## src/rtl/seg_p2s_tx.sv

```systemverilog
// seg_p2s_tx: serialises a segment map MSB-first onto the display shift chain.
// Optional SEG_AUTO_REFRESH_EN: start a frame after REFRESH_CYC idle cycles.
module seg_p2s_tx #(
    parameter int DATA_W      = 64,
    parameter int CLK_DIV     = 2,
    parameter int REFRESH_CYC = 1024
) (
    input  logic              clk,
    input  logic              rst_n,
    input  logic [DATA_W-1:0] data,
    input  logic              start,
    output logic              busy,
    output logic              done,
    output logic              s_clk,
    output logic              s_data,
    output logic              s_clrn,
    output logic              s_en
);

    localparam int BIT_W = (DATA_W > 1) ? $clog2(DATA_W) : 1;
    localparam int DIV_W = (CLK_DIV > 1) ? $clog2(CLK_DIV) : 1;

    localparam logic [1:0] IDLE  = 2'd0;
    localparam logic [1:0] SHIFT = 2'd1;
    localparam logic [1:0] LATCH = 2'd2;

    logic [1:0]        state;
    logic [DATA_W-2:0] shreg;
    logic [BIT_W-1:0]  bit_cnt;
    logic [DIV_W-1:0]  div_cnt;
    logic              go;
    logic              div_end;
    logic              bit_last;

    assign div_end  = (div_cnt == DIV_W'(CLK_DIV - 1));
    assign bit_last = (bit_cnt == BIT_W'(DATA_W - 1));

`ifdef SEG_AUTO_REFRESH_EN
    localparam int IDLE_W = (REFRESH_CYC > 1) ? $clog2(REFRESH_CYC) : 1;

    logic [IDLE_W-1:0] idle_cnt;

    assign go = start || (idle_cnt == IDLE_W'(REFRESH_CYC - 1));

    // Idle timer: counts IDLE cycles, restarts whenever a frame begins
    always_ff @(posedge clk or negedge rst_n) begin
        if (!rst_n) begin
            idle_cnt <= '0;
        end else if (state == IDLE) begin
            if (go) idle_cnt <= '0;
            else    idle_cnt <= idle_cnt + 1'b1;
        end
    end
`else
    assign go = start;
`endif

    // Frame sequencer: capture, shift each bit over 2*CLK_DIV cycles, latch
    always_ff @(posedge clk or negedge rst_n) begin
        if (!rst_n) begin
            state   <= IDLE;
            shreg   <= '0;
            bit_cnt <= '0;
            div_cnt <= '0;
            busy    <= 1'b0;
            done    <= 1'b0;
            s_clk   <= 1'b0;
            s_data  <= 1'b0;
            s_clrn  <= 1'b0;
            s_en    <= 1'b0;
        end else begin
            s_clrn <= 1'b1;
            done   <= 1'b0;
            case (state)
                IDLE: begin
                    if (go) begin
                        state   <= SHIFT;
                        shreg   <= data[DATA_W-2:0];
                        s_data  <= data[DATA_W-1];
                        busy    <= 1'b1;
                        bit_cnt <= '0;
                        div_cnt <= '0;
                        s_clk   <= 1'b0;
                    end
                end
                SHIFT: begin
                    if (!div_end) begin
                        div_cnt <= div_cnt + 1'b1;
                    end else begin
                        div_cnt <= '0;
                        if (!s_clk) begin
                            s_clk <= 1'b1;
                        end else begin
                            s_clk <= 1'b0;
                            if (bit_last) begin
                                state  <= LATCH;
                                s_en   <= 1'b1;
                                s_data <= 1'b0;
                            end else begin
                                bit_cnt <= bit_cnt + 1'b1;
                                s_data  <= shreg[DATA_W-2];
                                shreg   <= {shreg[DATA_W-3:0], 1'b0};
                            end
                        end
                    end
                end
                LATCH: begin
                    if (!div_end) begin
                        div_cnt <= div_cnt + 1'b1;
                    end else begin
                        div_cnt <= '0;
                        s_en    <= 1'b0;
                        busy    <= 1'b0;
                        done    <= 1'b1;
                        state   <= IDLE;
                    end
                end
                default: state <= IDLE;
            endcase
        end
    end

endmodule
```

## config.mk

```make
export PLATFORM = sky130hd
export DESIGN_NAME = seg_p2s_tx
export DESIGN_NICKNAME = d
export VERILOG_FILES = /design/src/rtl/seg_p2s_tx.sv
export SDC_FILE = /design/constraint.sdc
export NUM_CORES = 1
export LEC_CHECK = 0
export BUFFER_PORTS_ARGS = -buffer_cell sky130_fd_sc_hd__buf_2
export CAP_MARGIN = 20
export CORE_ASPECT_RATIO = 0.7
export CORE_MARGIN = 1
export CORE_UTILIZATION = 55
export CTS_CLUSTER_SIZE = 40
export DETAILED_ROUTE_END_ITERATION = 7
export GPL_ROUTABILITY_DRIVEN = 0
export PLACE_DENSITY = 0.87
export RECOVER_POWER = 25
export SYNTH_ARGS = -nofsm -noshare
export SYNTH_HDL_FRONTEND = slang
export SYNTH_SLANG_ARGS = --single-unit
```

## constraint.sdc

```tcl
create_clock -name clk -period 3.1 [get_ports clk]
set_clock_uncertainty 0.2 [all_clocks]
set_input_delay 0.155 -clock clk [delete_from_list [all_inputs] [get_ports clk]]
set_output_delay 0.155 -clock clk [all_outputs]
set_load 0.01 [all_outputs]
```

==> flow_summary.yaml <==
worst_setup_path:
  worstPathRequired_ns: 3.17
  rrSetupSlack_ns: 0.21
  endpoint_kind: "flop"
  arrival_ns: 2.97
  path_max_fanout: 61
  cp-start-kind: "flop"
  crit_type: "flop to flop"
floorplan:
  die-height_um: 70.18
  fp.coreArea_um2: 6306
  std_cell_rows: 24
  start_util_pct: 57.92
  die-area_um2: 6976
  die_w_um: 99.40
  num_io_pins: 73
clock_network:
  worstSkewPairLatency_ns: 0.35
  cts_buffer_depth: 2
  cts_tree: "done"
  clock_sinks: 78
  h-tree-depth: 3
  root_buffer: "clkbuf_8"
  cts-buffers-inserted: 9
  cts_resized: 0
  clkSlewWorstSetupHoldPaths_ns: 0.08
synth:
  ys_warn_count: 0
  synth_nets: 378
  syn_area_per_cell_um2: 11.94
  postSynthCellCount: 306
  synthFlopType: "dfrtp_1"
  synth_top_cell_area_share_pct: 53.44
  ys_types: 37
  yosys.area_share.adder_pct: 1.713
  synth_compound_area_share_pct: 22.51
  ys_seq_area_share_pct: 53.44
  async_reset_ff_share_pct: 100.0
  synthMuxAreaShare_pct: 1.473
  synth.ff_latch_count: 78
  synth_area_leaders: "dfrtp_1 (53%), a221o_1 (17%), and2_1 (10%), buf_6 (2.8%), ha_1 (1.7%)"
  synth_edf_count: 0
  synth-simple-area-share_pct: 15.69
  synth-xor-area-share_pct: 0
  netlist_area_um2: 3652
  synth_top_family_by_area: "compound AO/OA/AOI/OAI gates"
  yosysTopAreaCell: "dfrtp_1"
sta:
  setup_viol: 0
  fmax_ghz: 0.3455
  worst_pin_slew_ns: 1.849
  period_share_pct: 93.37
  layout_min_cycle_time_ns: 2.894
  maxSlewHeadroom_pct: -23.28
  finalSetupTns_ns: 0
  rsz0062_at_grt: "false"
  hold_viol_final: 0
  layout_setup_ws_ns: 0.2055
  drv_slew: 79
route:
  drt-wirelength-per-cell_um: 17.45
  vias_per_cell: 5.934
  dr.pass1.iters: 5
  ant_nets: 0
  drt-initial-drc-count: 346
  vias: 3056
  drc: 0
  routed_wl_um: 8986
global_route:
  grt_max_degree: 79
  grt.overflow.total: 0
  track_usage_pct: 27.34
  antenna_found_initial: 0
  grt_pass1_wl_um: 14630
  grt_pass1_vias: 3022
place:
  hpwl_um: 4960
  place_ws_ns: 0.3086
  placed_cell_area_um2: 3989
  dp_cells: 436
  portBuffers: 72
final_layout:
  drive_gt1_share_pct: 20.82
  final_cell_mix: "dfrtp_1 (78), buf_2 (65), dlygate4sd3_1 (63)"
  final_common_cell: "dfrtp_1"
  post-route-util_pct: 76.27
  n_fill_cell: 415
  syn2layout_area_growth_pct: 31.69
  layout.cells.non_filler: 515
  design_area_um2: 4810
  final_net_count: 504
  diodes: 0
status:
  violations: "capacitance limit, slew limit"
  run_status: "finished with violations"
run:
  cap_viol_max_count: 1
min_path:
  hp-class: "input port to flop"
power_and_ir_drop:
  ir_drop_mv: 0.3785
  p_leak_nw: 2.229
  power.density_nw_per_um2: 871.7
-- routing by layer --
layer	vias up	GRT usage [%]	wire length (µm)
li1	1410	-	-
met1	1486	37.14	3903
met2	139	43.21	4353
met3	21	6.607	516
met4	0	9.641	212
met5	-	0	0
-- critical path, cell delays in order, from the launching register on --
cell and delay, ns:
dfrtp_1 0.39, inv_1 0.08, ha_1 0.33, a21boi_2 0.24, nor2_1 0.26, and3_2 0.98
a221o_1 0.34
-- report_power, final --
group / internal [mW] / switching [mW]
clock network: 0.394 / 0.376
logic: 0.826 / 0.810
registers: 1.47 / 0.321
total: 2.69 / 1.51
-- metrics by stage --
step | hold slack, ns | power (mW)
2_1_floorplan | -0.3406 | 3.031
3_3_place_gp | 0.1645 | 3.230
3_5_place_dp | 0.1628 | 3.319
4_1_cts | 0.01012 | 4.151
5_1_grt | 0.06839 | 4.439
6_report | 0.02063 | 4.193
-- path summary, 6_finish.rpt --
check | startpoint | to | cells after the start
worst min register to register | busy | busy | 2
max in group asynchronous | rst_n | state[1] | 2
min in group asynchronous | rst_n | shreg[50] | 2
worst max-delay path | state[1] | shreg[28] | 6
worst min-delay path | start | busy | 3
worst max register to register | state[1] | shreg[28] | 6
-- synth_stat cells (2+ instances only) --
cell type / instances
clkbuf_1: 9
and2_1: 59
mux2_2: 2
nand3_1: 6
nand3b_1: 2
nand2b_1: 3
buf_6: 9
buf_2: 4
a22o_1: 2
a32o_1: 4
mux2i_1: 2
nand4_1: 3
a21oi_1: 7
a221o_1: 61
nand2_1: 6
ha_1: 5
o21ai_0: 7
and3_1: 4
dfrtp_1: 78
nor2_1: 8
a31oi_1: 2
inv_1: 6
nor2b_1: 3
-- cells by family after synthesis --
| family | after synthesis |
|---|---|
| and+or+nand+nor | 97 |
| DFF | 78 |
| adders and majority gates | 5 |
| muxes | 5 |
| AOI/OAI and AO/OA | 91 |
| buffers and inverters | 29 |
| other | 1 |
-- cell type report --
cell class	instances	area, µm²	share of cell area (%)
repair buffers	138	1018	21.18
inverters	6	22.52	0.4683
flip-flops and latches	78	1952	40.58
clock inverters	5	58.81	1.223
clock buffers	11	141.4	2.940
well taps	78	97.59	2.029
multi-input cells	199	1519	31.58
-- registers in the layout, indices dropped and copies added (netlist names) --
register / cells
bit_cnt: 6
busy: 1
div_cnt: 1
done: 1
s_clk: 1
s_clrn: 1
s_data: 1
s_en: 1
shreg: 63
state: 2
-- what timing repair did --
item	4_1_cts	5_1_grt
hold buffers	63	0
setup buffers	0	0
hold endpoints to repair	140	0
(Power assumes the default switching activity.)
